<file path="config.mk">
export PLATFORM = sky130hd
export DESIGN_NAME = cae_dispatch_ctl_flat
export DESIGN_NICKNAME = d
export VERILOG_FILES = /design/src/rtl/cae_dispatch_ctl_if.sv /design/src/rtl/cae_dispatch_ctl.sv /design/src/flat_wrapper.sv
export SDC_FILE = /design/constraint.sdc
export NUM_CORES = 2
export LEC_CHECK = 0
export ABC_AREA = 1
export BUFFER_PORTS_ARGS = -buffer_cell sky130_fd_sc_hd__clkbuf_2
export CORE_MARGIN = 5
export CORE_UTILIZATION = 25
export CTS_BUF_LIST = sky130_fd_sc_hd__clkbuf_16
export DETAILED_ROUTE_END_ITERATION = 8
export HOLD_SLACK_MARGIN = 0.12
export PLACE_DENSITY_LB_ADDON = 0.05
export SYNTH_ARGS = -nofsm -noshare
export SYNTH_HDL_FRONTEND = slang
export SYNTH_SLANG_ARGS = --single-unit
</file>
<file path="constraint.sdc">
create_clock -name clk -period 33.3 [get_ports clk]
set_input_delay 0 -clock clk [delete_from_list [all_inputs] [get_ports clk]]
set_output_delay 0 -clock clk [all_outputs]
set_load 0.02 [all_outputs]
</file>
<file path="src/rtl/cae_dispatch_ctl_if.sv">
// Dispatcher, core-side and CSR signal bundle for cae_dispatch_ctl.
// The slave modport is the controller; the master modport is the host/core side.
interface cae_dispatch_ctl_if #(
    parameter int NUM_CORES = 4,
    parameter int GVT_W     = 14
);
    logic                       disp_inst_vld;
    logic [4:0]                 disp_inst;
    logic [17:0]                disp_aeg_idx;
    logic                       disp_aeg_rd;
    logic                       disp_aeg_wr;
    logic [63:0]                disp_aeg_wr_data;
    logic [17:0]                disp_aeg_cnt;
    logic [15:0]                disp_exception;
    logic                       disp_idle;
    logic                       disp_stall;
    logic                       disp_rtn_data_vld;
    logic [63:0]                disp_rtn_data;
    logic [47:0]                core_base_addr;
    logic                       core_start;
    logic                       core_run;
    logic [NUM_CORES-1:0]       core_done;
    logic [NUM_CORES*GVT_W-1:0] core_gvt;
    logic                       csr_wr_vld;
    logic                       csr_rd_vld;
    logic [15:0]                csr_address;
    logic [63:0]                csr_wr_data;
    logic                       csr_rd_ack;
    logic [63:0]                csr_rd_data;

    modport master (
        output disp_inst_vld, disp_inst, disp_aeg_idx, disp_aeg_rd, disp_aeg_wr,
               disp_aeg_wr_data, core_done, core_gvt, csr_wr_vld, csr_rd_vld,
               csr_address, csr_wr_data,
        input  disp_aeg_cnt, disp_exception, disp_idle, disp_stall, disp_rtn_data_vld,
               disp_rtn_data, core_base_addr, core_start, core_run, csr_rd_ack, csr_rd_data
    );

    modport slave (
        input  disp_inst_vld, disp_inst, disp_aeg_idx, disp_aeg_rd, disp_aeg_wr,
               disp_aeg_wr_data, core_done, core_gvt, csr_wr_vld, csr_rd_vld,
               csr_address, csr_wr_data,
        output disp_aeg_cnt, disp_exception, disp_idle, disp_stall, disp_rtn_data_vld,
               disp_rtn_data, core_base_addr, core_start, core_run, csr_rd_ack, csr_rd_data
    );
endinterface

</file>
<file path="src/rtl/cae_dispatch_ctl.sv">
// Dispatch controller: AEG register file, start/run/finish sequencing of the
// attached cores, GVT minimum reduction, run-cycle counting and CSR readback.
module cae_dispatch_ctl #(
    parameter int NA        = 8,
    parameter int NB        = 3,
    parameter int NUM_CORES = 4,
    parameter int GVT_W     = 14,
    parameter int CNT_W     = 32
) (
    input logic               clk,
    input logic               i_reset,
    cae_dispatch_ctl_if.slave bus
);
    typedef enum logic [1:0] {
        IDLE     = 2'd0,
        START    = 2'd1,
        RUNNING  = 2'd2,
        FINISHED = 2'd3
    } state_t;

    state_t               state_r;
    logic                 start_r;
    logic                 core_start_r;
    logic                 core_run_r;
    logic [63:0]          aeg_r [NA];
    logic [NUM_CORES-1:0] done_r;
    logic [GVT_W-1:0]     cap_r [NUM_CORES];
    logic [CNT_W-1:0]     cnt_r;
    logic [15:0]          exc_r;
    logic                 rtn_vld_r;
    logic [63:0]          rtn_data_r;
    logic                 csr_ack_r;
    logic [63:0]          csr_data_r;

    logic                 start_cmd_s;
    logic                 bad_inst_s;
    logic                 idx_ok_s;
    logic                 bad_idx_s;
    logic [NB-1:0]        idx_s;
    logic                 running_s;
    logic                 all_done_s;
    logic                 abort_s;
    logic                 timeout_s;
    logic                 end_s;
    logic [CNT_W-1:0]     cnt_inc_s;
    logic [63:0]          gvt_min_s;
    logic                 unused_s;

    assign unused_s = ^bus.csr_wr_data;

    // Request decode, run-termination causes and the GVT minimum.
    always_comb begin
        start_cmd_s = bus.disp_inst_vld && (bus.disp_inst == 5'd0);
        bad_inst_s  = bus.disp_inst_vld && (bus.disp_inst != 5'd0);
        idx_ok_s    = (bus.disp_aeg_idx < 18'(NA));
        bad_idx_s   = (bus.disp_aeg_rd || bus.disp_aeg_wr) && !idx_ok_s;
        idx_s       = bus.disp_aeg_idx[NB-1:0];
        running_s   = (state_r == RUNNING);
        all_done_s  = running_s && (&(done_r | bus.core_done));
        abort_s     = running_s && bus.csr_wr_vld && (bus.csr_address == 16'h0002);
        cnt_inc_s   = (&cnt_r) ? cnt_r : cnt_r + CNT_W'(1);
        // The limit is the number of RUNNING cycles: compare the value the counter takes this cycle.
        timeout_s   = running_s && (aeg_r[2] != 64'd0) && (cnt_inc_s == aeg_r[2][CNT_W-1:0]);
        end_s       = all_done_s || abort_s || timeout_s;
        gvt_min_s   = {64{1'b1}};
        for (int i = 0; i < NUM_CORES; i++) begin
            if (done_r[i] && (64'(cap_r[i]) < gvt_min_s)) begin
                gvt_min_s = 64'(cap_r[i]);
            end else begin
                gvt_min_s = gvt_min_s;
            end
        end
    end

    // Run-control FSM with registered core strobes.
    always_ff @(posedge clk or posedge i_reset) begin
        if (i_reset) begin
            state_r      <= IDLE;
            core_start_r <= 1'b0;
            core_run_r   <= 1'b0;
        end else begin
            case (state_r)
                IDLE: begin
                    core_run_r <= 1'b0;
                    if (start_r) begin
                        state_r      <= START;
                        core_start_r <= 1'b1;
                    end else begin
                        core_start_r <= 1'b0;
                    end
                end
                START: begin
                    state_r      <= RUNNING;
                    core_start_r <= 1'b0;
                    core_run_r   <= 1'b1;
                end
                RUNNING: begin
                    core_start_r <= 1'b0;
                    if (end_s) begin
                        state_r    <= FINISHED;
                        core_run_r <= 1'b0;
                    end else begin
                        core_run_r <= 1'b1;
                    end
                end
                FINISHED: begin
                    state_r      <= IDLE;
                    core_start_r <= 1'b0;
                    core_run_r   <= 1'b0;
                end
                default: begin
                    state_r      <= IDLE;
                    core_start_r <= 1'b0;
                    core_run_r   <= 1'b0;
                end
            endcase
        end
    end

    // Per-core done latches, GVT captures and the saturating run counter.
    always_ff @(posedge clk or posedge i_reset) begin
        if (i_reset) begin
            done_r <= '0;
            cnt_r  <= '0;
            for (int i = 0; i < NUM_CORES; i++) begin
                cap_r[i] <= '0;
            end
        end else begin
            case (state_r)
                START: begin
                    done_r <= '0;
                    cnt_r  <= '0;
                end
                RUNNING: begin
                    cnt_r  <= cnt_inc_s;
                    done_r <= done_r | bus.core_done;
                    for (int i = 0; i < NUM_CORES; i++) begin
                        if (bus.core_done[i]) begin
                            cap_r[i] <= bus.core_gvt[i*GVT_W +: GVT_W];
                        end
                    end
                end
                default: begin
                    cnt_r <= cnt_r;
                end
            endcase
        end
    end

    // AEG file; the dispatcher write is last so it overrides the end-of-run results.
    always_ff @(posedge clk or posedge i_reset) begin
        if (i_reset) begin
            for (int i = 0; i < NA; i++) begin
                aeg_r[i] <= 64'd0;
            end
        end else begin
            if (state_r == FINISHED) begin
                aeg_r[1] <= gvt_min_s;
                aeg_r[3] <= 64'(cnt_r);
            end
            if (bus.disp_aeg_wr && idx_ok_s) begin
                aeg_r[idx_s] <= bus.disp_aeg_wr_data;
            end
        end
    end

    // Start capture, exception pulses and dispatcher/CSR read responses.
    always_ff @(posedge clk or posedge i_reset) begin
        if (i_reset) begin
            start_r    <= 1'b0;
            exc_r      <= 16'd0;
            rtn_vld_r  <= 1'b0;
            rtn_data_r <= 64'd0;
            csr_ack_r  <= 1'b0;
            csr_data_r <= 64'd0;
        end else begin
            start_r   <= start_cmd_s;
            exc_r     <= {12'd0,
                          abort_s && !all_done_s,
                          timeout_s && !all_done_s && !abort_s,
                          bad_idx_s,
                          bad_inst_s};
            rtn_vld_r <= bus.disp_aeg_rd;
            if (bus.disp_aeg_rd && idx_ok_s) begin
                rtn_data_r <= aeg_r[idx_s];
            end else begin
                rtn_data_r <= 64'd0;
            end
            csr_ack_r <= bus.csr_rd_vld;
            if (bus.csr_rd_vld) begin
                case (bus.csr_address)
                    16'd0:   csr_data_r <= {60'd0, 2'(state_r), 2'b00};
                    16'd1:   csr_data_r <= aeg_r[1];
                    16'd3:   csr_data_r <= 64'(cnt_r);
                    16'd4:   csr_data_r <= 64'(done_r);
                    default: csr_data_r <= 64'd0;
                endcase
            end else begin
                csr_data_r <= 64'd0;
            end
        end
    end

    assign bus.disp_aeg_cnt      = 18'(NA);
    assign bus.disp_exception    = exc_r;
    assign bus.disp_idle         = (state_r == IDLE) && !start_r;
    assign bus.disp_stall        = (state_r != IDLE) || start_r || start_cmd_s;
    assign bus.disp_rtn_data_vld = rtn_vld_r;
    assign bus.disp_rtn_data     = rtn_data_r;
    assign bus.core_base_addr    = aeg_r[0][47:0];
    assign bus.core_start        = core_start_r;
    assign bus.core_run          = core_run_r;
    assign bus.csr_rd_ack        = csr_ack_r;
    assign bus.csr_rd_data       = csr_data_r;
endmodule

</file>
<file path="src/flat_wrapper.sv">
// flat-port wrapper written by rule: the top's interface ports become plain ports
module cae_dispatch_ctl_flat 
#(
    parameter int NA        = 8,
    parameter int NB        = 3,
    parameter int NUM_CORES = 4,
    parameter int GVT_W     = 14,
    parameter int CNT_W     = 32
)
  (clk, i_reset, bus_disp_inst_vld, bus_disp_inst, bus_disp_aeg_idx, bus_disp_aeg_rd, bus_disp_aeg_wr, bus_disp_aeg_wr_data, bus_core_done, bus_core_gvt, bus_csr_wr_vld, bus_csr_rd_vld, bus_csr_address, bus_csr_wr_data, bus_disp_aeg_cnt, bus_disp_exception, bus_disp_idle, bus_disp_stall, bus_disp_rtn_data_vld, bus_disp_rtn_data, bus_core_base_addr, bus_core_start, bus_core_run, bus_csr_rd_ack, bus_csr_rd_data);
  cae_dispatch_ctl_if #(.NUM_CORES(NUM_CORES), .GVT_W(GVT_W)) bus_i ();
  input logic clk;
  input logic i_reset;
  input wire logic [$bits(bus_i.disp_inst_vld)-1:0] bus_disp_inst_vld;
  input wire logic [$bits(bus_i.disp_inst)-1:0] bus_disp_inst;
  input wire logic [$bits(bus_i.disp_aeg_idx)-1:0] bus_disp_aeg_idx;
  input wire logic [$bits(bus_i.disp_aeg_rd)-1:0] bus_disp_aeg_rd;
  input wire logic [$bits(bus_i.disp_aeg_wr)-1:0] bus_disp_aeg_wr;
  input wire logic [$bits(bus_i.disp_aeg_wr_data)-1:0] bus_disp_aeg_wr_data;
  input wire logic [$bits(bus_i.core_done)-1:0] bus_core_done;
  input wire logic [$bits(bus_i.core_gvt)-1:0] bus_core_gvt;
  input wire logic [$bits(bus_i.csr_wr_vld)-1:0] bus_csr_wr_vld;
  input wire logic [$bits(bus_i.csr_rd_vld)-1:0] bus_csr_rd_vld;
  input wire logic [$bits(bus_i.csr_address)-1:0] bus_csr_address;
  input wire logic [$bits(bus_i.csr_wr_data)-1:0] bus_csr_wr_data;
  output wire logic [$bits(bus_i.disp_aeg_cnt)-1:0] bus_disp_aeg_cnt;
  output wire logic [$bits(bus_i.disp_exception)-1:0] bus_disp_exception;
  output wire logic [$bits(bus_i.disp_idle)-1:0] bus_disp_idle;
  output wire logic [$bits(bus_i.disp_stall)-1:0] bus_disp_stall;
  output wire logic [$bits(bus_i.disp_rtn_data_vld)-1:0] bus_disp_rtn_data_vld;
  output wire logic [$bits(bus_i.disp_rtn_data)-1:0] bus_disp_rtn_data;
  output wire logic [$bits(bus_i.core_base_addr)-1:0] bus_core_base_addr;
  output wire logic [$bits(bus_i.core_start)-1:0] bus_core_start;
  output wire logic [$bits(bus_i.core_run)-1:0] bus_core_run;
  output wire logic [$bits(bus_i.csr_rd_ack)-1:0] bus_csr_rd_ack;
  output wire logic [$bits(bus_i.csr_rd_data)-1:0] bus_csr_rd_data;
  assign bus_i.disp_inst_vld = bus_disp_inst_vld;
  assign bus_i.disp_inst = bus_disp_inst;
  assign bus_i.disp_aeg_idx = bus_disp_aeg_idx;
  assign bus_i.disp_aeg_rd = bus_disp_aeg_rd;
  assign bus_i.disp_aeg_wr = bus_disp_aeg_wr;
  assign bus_i.disp_aeg_wr_data = bus_disp_aeg_wr_data;
  assign bus_i.core_done = bus_core_done;
  assign bus_i.core_gvt = bus_core_gvt;
  assign bus_i.csr_wr_vld = bus_csr_wr_vld;
  assign bus_i.csr_rd_vld = bus_csr_rd_vld;
  assign bus_i.csr_address = bus_csr_address;
  assign bus_i.csr_wr_data = bus_csr_wr_data;
  assign bus_disp_aeg_cnt = bus_i.disp_aeg_cnt;
  assign bus_disp_exception = bus_i.disp_exception;
  assign bus_disp_idle = bus_i.disp_idle;
  assign bus_disp_stall = bus_i.disp_stall;
  assign bus_disp_rtn_data_vld = bus_i.disp_rtn_data_vld;
  assign bus_disp_rtn_data = bus_i.disp_rtn_data;
  assign bus_core_base_addr = bus_i.core_base_addr;
  assign bus_core_start = bus_i.core_start;
  assign bus_core_run = bus_i.core_run;
  assign bus_csr_rd_ack = bus_i.csr_rd_ack;
  assign bus_csr_rd_data = bus_i.csr_rd_data;
  cae_dispatch_ctl #(.NA(NA), .NB(NB), .NUM_CORES(NUM_CORES), .GVT_W(GVT_W), .CNT_W(CNT_W)) u_core (.clk(clk), .i_reset(i_reset), .bus(bus_i));
endmodule
</file>
==> results by group <==
Status
  – Outcome: finished clean

Placed design
  – Port Buffers: 355
  – Routability cong.: 0.782
  – Placed wire-length estimate: 87000 µm

STA
  – Endpoints failing hold: 0
  – Worst hold slack: 0.181 ns
  – Final setup viols: 0
  – Min cycle time layout: 6.44 ns
  – Final period util: 0.193
  – Setup TNS Final: 0 ns
  – Slew margin rel.: 0.224
  – Slew at the pin closest to its max-slew limit: 1.15 ns
  – Setup repair after global routing missed its margin: no
  – Clock Skew: 0.0281 ns
  – Max Clk Rate: roughly 160 MHz
  – Fin. max-slew vios: 0

Synthesis
  – Top cell type by total area after synthesis: dfrtp_1
  – Most frequent cells after synthesis: 950 x nand2_1, 743 x dfrtp_1, 586 x o21ai_0
  – Prevailing post-synth register cell: dfrtp_1
  – Post-synthesis sequential area ratio: 0.549
  – #FFs+latches synth: 743
  – Yosys cell types: 52
  – Top cell type's share of synthesized area: 0.549
  – Post-synth EDFFs: 0
  – Yosys warnings: 0
  – Syn Area/Cell: 8.66 µm²
  – Post-Synthesis Cell Area: 0.0339 mm²
  – Most common cell in the netlist: nand2_1
  – Post-synth ARST share: 1.00
  – Post-Syn Instances: 3911
  – Top post-synthesis cells by area: dfrtp_1 55%, nand2_1 11%, o21ai_0 8.7%

Detailed routing
  – DR vias: 28954
  – First-iteration detailed-routing DRC count: 1883
  – Remaining antenna violation count: 0
  – DR vias/cell: 4.63
  – 1st-pass router iterations: 9
  – Final wirelength: 135000 µm
  – DR WL/cell: 21.6 µm
  – Drt drc: 0

Global routing
  – Grt ovf: 0
  – Global routing's busiest layer: met2
  – Met2 Usage GRT: 0.313
  – GR Util met1: 0.257
  – Pin count of the biggest net entering global routing: around 150
  – Vias in the first global route: 29973
  – GRT Total Usage: 0.188
  – Global-route wire length before repair: roughly 200000 µm
  – Met3 usage: 0.0248
  – Initial antenna violation count: 5

Clocking
  – CTS sink count: 743
  – Post-CTS Resized: 0
  – Root buffer cell: clkbuf_16
  – Post-CTS setup buffer count: 0
  – Clk Latency, worst-skew pair: 0.71 ns
  – # H-tree levels: 3
  – Total CTS buffers: 97
  – CTS Buffer Depth: 3
  – TritonCTS clock tree: done
  – Clk slew on worst S/H paths: around 0.06 ns
  – CTS Hold Bufs: between 200 and 300

Worst setup path
  – Worst Path Arrival: around 7.1 ns
  – Worst path required time: 33.92 ns
  – R2r startpoint: u_core.done_r[0]
  – Crit Reg-Reg Endpoint: u_core.aeg_r[395]
  – Worst reg2reg setup slack: about 27 ns
  – Crit Path Category: flip-flop to flip-flop
  – Critical Path Sink Type: flip-flop
  – CP startpoint kind: flip-flop
  – Reg2Reg Depth: 27
  – Crit path max fanout: 27

Layout
  – Synthesis-to-layout area growth: 26.2%
  – Storage cell area: roughly 0.019 mm²
  – Layout net count: 4670
  – FILL cells: between 10000 and 15000
  – Share of cells above drive strength 1: 0.142
  – Multi-input gate area: 0.0131 mm²

Power
  – Pwr Density: 60.6 mW/mm²
  – Leak: 19.7 nW
  – Max VDD drop: about 37 µV

Min path
  – Hold Path Depth: 4
  – Worst hold path type: input port to flip-flop
  – WHS Endpoint: u_core.aeg_r[446]
  – Hold Crit Start: bus_disp_aeg_wr_data[62]

Floorplan
  – Initial core utilization: 0.251
  – Die area: 0.143 mm²
  – Core area: about 0.13 mm²
  – Io pins: 450
  – Die Y: 378 µm
  – Die W: 378 µm
  – Row count: ~140

Run
  – Maximum Capacitance Violations: 0
==> layout make-up <==
cell class	instances	share of cell area
antenna	4	0.000234
clock buffer	99	0.0580
clock inverter	81	0.0117
inverter	222	0.0199
multi-input combinational	2652	0.308
sequential	743	0.435
tap	1781	0.0522
timing repair buffer	677	0.115
==> flip-flops by register name, summed over array words and instances (netlist names), 2 cells and up <==
signal	flops
u_core.cap_r	56
u_core.done_r	4
u_core.bus.disp_rtn_data	64
u_core.cnt_r	32
u_core.bus.csr_rd_data	64
u_core.state_r	2
u_core.bus.disp_exception	4
u_core.bus.core_base_addr	48
u_core.aeg_r	464
==> critical path, cell delays in order (launching register included) <==
cell and delay [ns]:
dfrtp_1 0.63, inv_1 0.43, nor2_1 0.24, ha_1 0.27, nand2_1 0.06, inv_1 0.04, o21bai_1 0.11, a21oi_1 0.09
nor2_1 0.25, nand3_4 0.29, o21ai_0 0.39, ha_1 0.31, a21oi_1 0.14, nand3b_1 0.11, a21oi_1 0.07, a21oi_1 0.26
nand3_4 0.30, o21ai_0 0.44, ha_1 0.33, a21oi_1 0.15, nand2_1 0.10, nand2_1 0.07, nand2_1 0.08, nand2_2 0.29
nand3_2 0.37, nand2_1 0.16, nand3_1 0.16, a21oi_1 0.19
==> logic make-up (layout without fill, tap and decap cells) <==
| group | count (synthesis) | count (layout) | share of synthesized area |
|---|---|---|---|
| simple gates | 1580 | 1580 | 0.200 |
| compound gates | 921 | 921 | 0.142 |
| flops | 743 | 743 | 0.549 |
| buf+inv | 544 | 1079 | 0.0693 |
| fa+ha+maj | 43 | 43 | 0.0159 |
| xor+xnor | 41 | 41 | 0.0108 |
| mux | 37 | 37 | 0.0123 |
| other cells | 2 | 34 | 0.000222 |
==> placed cells by master, fill, tap and decap left out, drive strengths merged <==
master | Yosys | final
nor2b | 1 | 1
diode | 0 | 4
dlygate4sd3 | 0 | 275
a221o | 2 | 2
clkinv | 1 | 48
nand2 | 959 | 959
and2 | 4 | 4
o21bai | 2 | 2
nor4 | 90 | 90
conb | 2 | 30
bufinv | 0 | 4
a22oi | 1 | 1
ha | 43 | 43
nand4 | 39 | 39
nor3 | 30 | 30
xor2 | 37 | 37
nor2 | 236 | 236
a32o | 1 | 1
a22o | 1 | 1
buf | 103 | 48
nand3 | 207 | 207
o31ai | 1 | 1
a31oi | 32 | 32
o22ai | 84 | 84
inv | 221 | 246
a21o | 2 | 2
or4 | 1 | 1
dfrtp | 743 | 743
a211oi | 4 | 4
or2 | 8 | 8
nand3b | 4 | 4
clkinvlp | 0 | 5
mux2 | 37 | 37
nor3b | 1 | 1
o21ai | 586 | 586
clkbuf | 219 | 453
o221ai | 2 | 2
xnor2 | 4 | 4
a21oi | 203 | 203
==> stage by stage <==
| stage | instances | worst slack [ns] | power [mW] | area, µm² | util |
|---|---|---|---|---|---|
| final | 6259 | 26.86 | 2.59 | 42700 | 0.316 |
| after global placement | 5800 | 26.67 | 1.58 | 37000 | 0.274 |
| after floorplan | 3939 | 12.45 | 1.39 | 34000 | - |
| after detailed placement | 5800 | 26.73 | 1.57 | 37000 | 0.274 |
| after CTS | 6255 | 26.71 | 2.64 | 42700 | 0.316 |
| after global routing | 6258 | 26.14 | 2.74 | 42700 | 0.316 |
==> worst max path at each step <==
| stage | slack (ns) | startpoint | to |
|---|---|---|---|
| 2_1_floorplan | 12.45 | i_reset | u_core.aeg_r[0] |
| 3_3_place_gp | 26.67 | u_core.done_r[0] | u_core.aeg_r[396] |
| 3_5_place_dp | 26.73 | u_core.done_r[0] | u_core.aeg_r[396] |
| 4_1_cts | 26.71 | u_core.done_r[0] | u_core.aeg_r[396] |
| 5_1_grt | 26.14 | u_core.done_r[0] | u_core.aeg_r[397] |
| 6_report | 26.86 | u_core.done_r[0] | u_core.aeg_r[395] |
==> where the power goes <==
| part | internal, mW | switching, mW | total (mW) |
|---|---|---|---|
| Clock | 0.568 | 0.437 | 1.00 |
| Sequential | 0.986 | 0.0736 | 1.06 |
| Combinational | 0.188 | 0.336 | 0.524 |
| Total | 1.74 | 0.846 | 2.59 |
==> layer usage <==
layer,vias to the layer above,wire (µm)
met5,-,0
met4,0,2840
met3,135,4910
met2,587,64000
met1,14245,63400
li1,13987,-
Power figures use the tool's default switching activity.
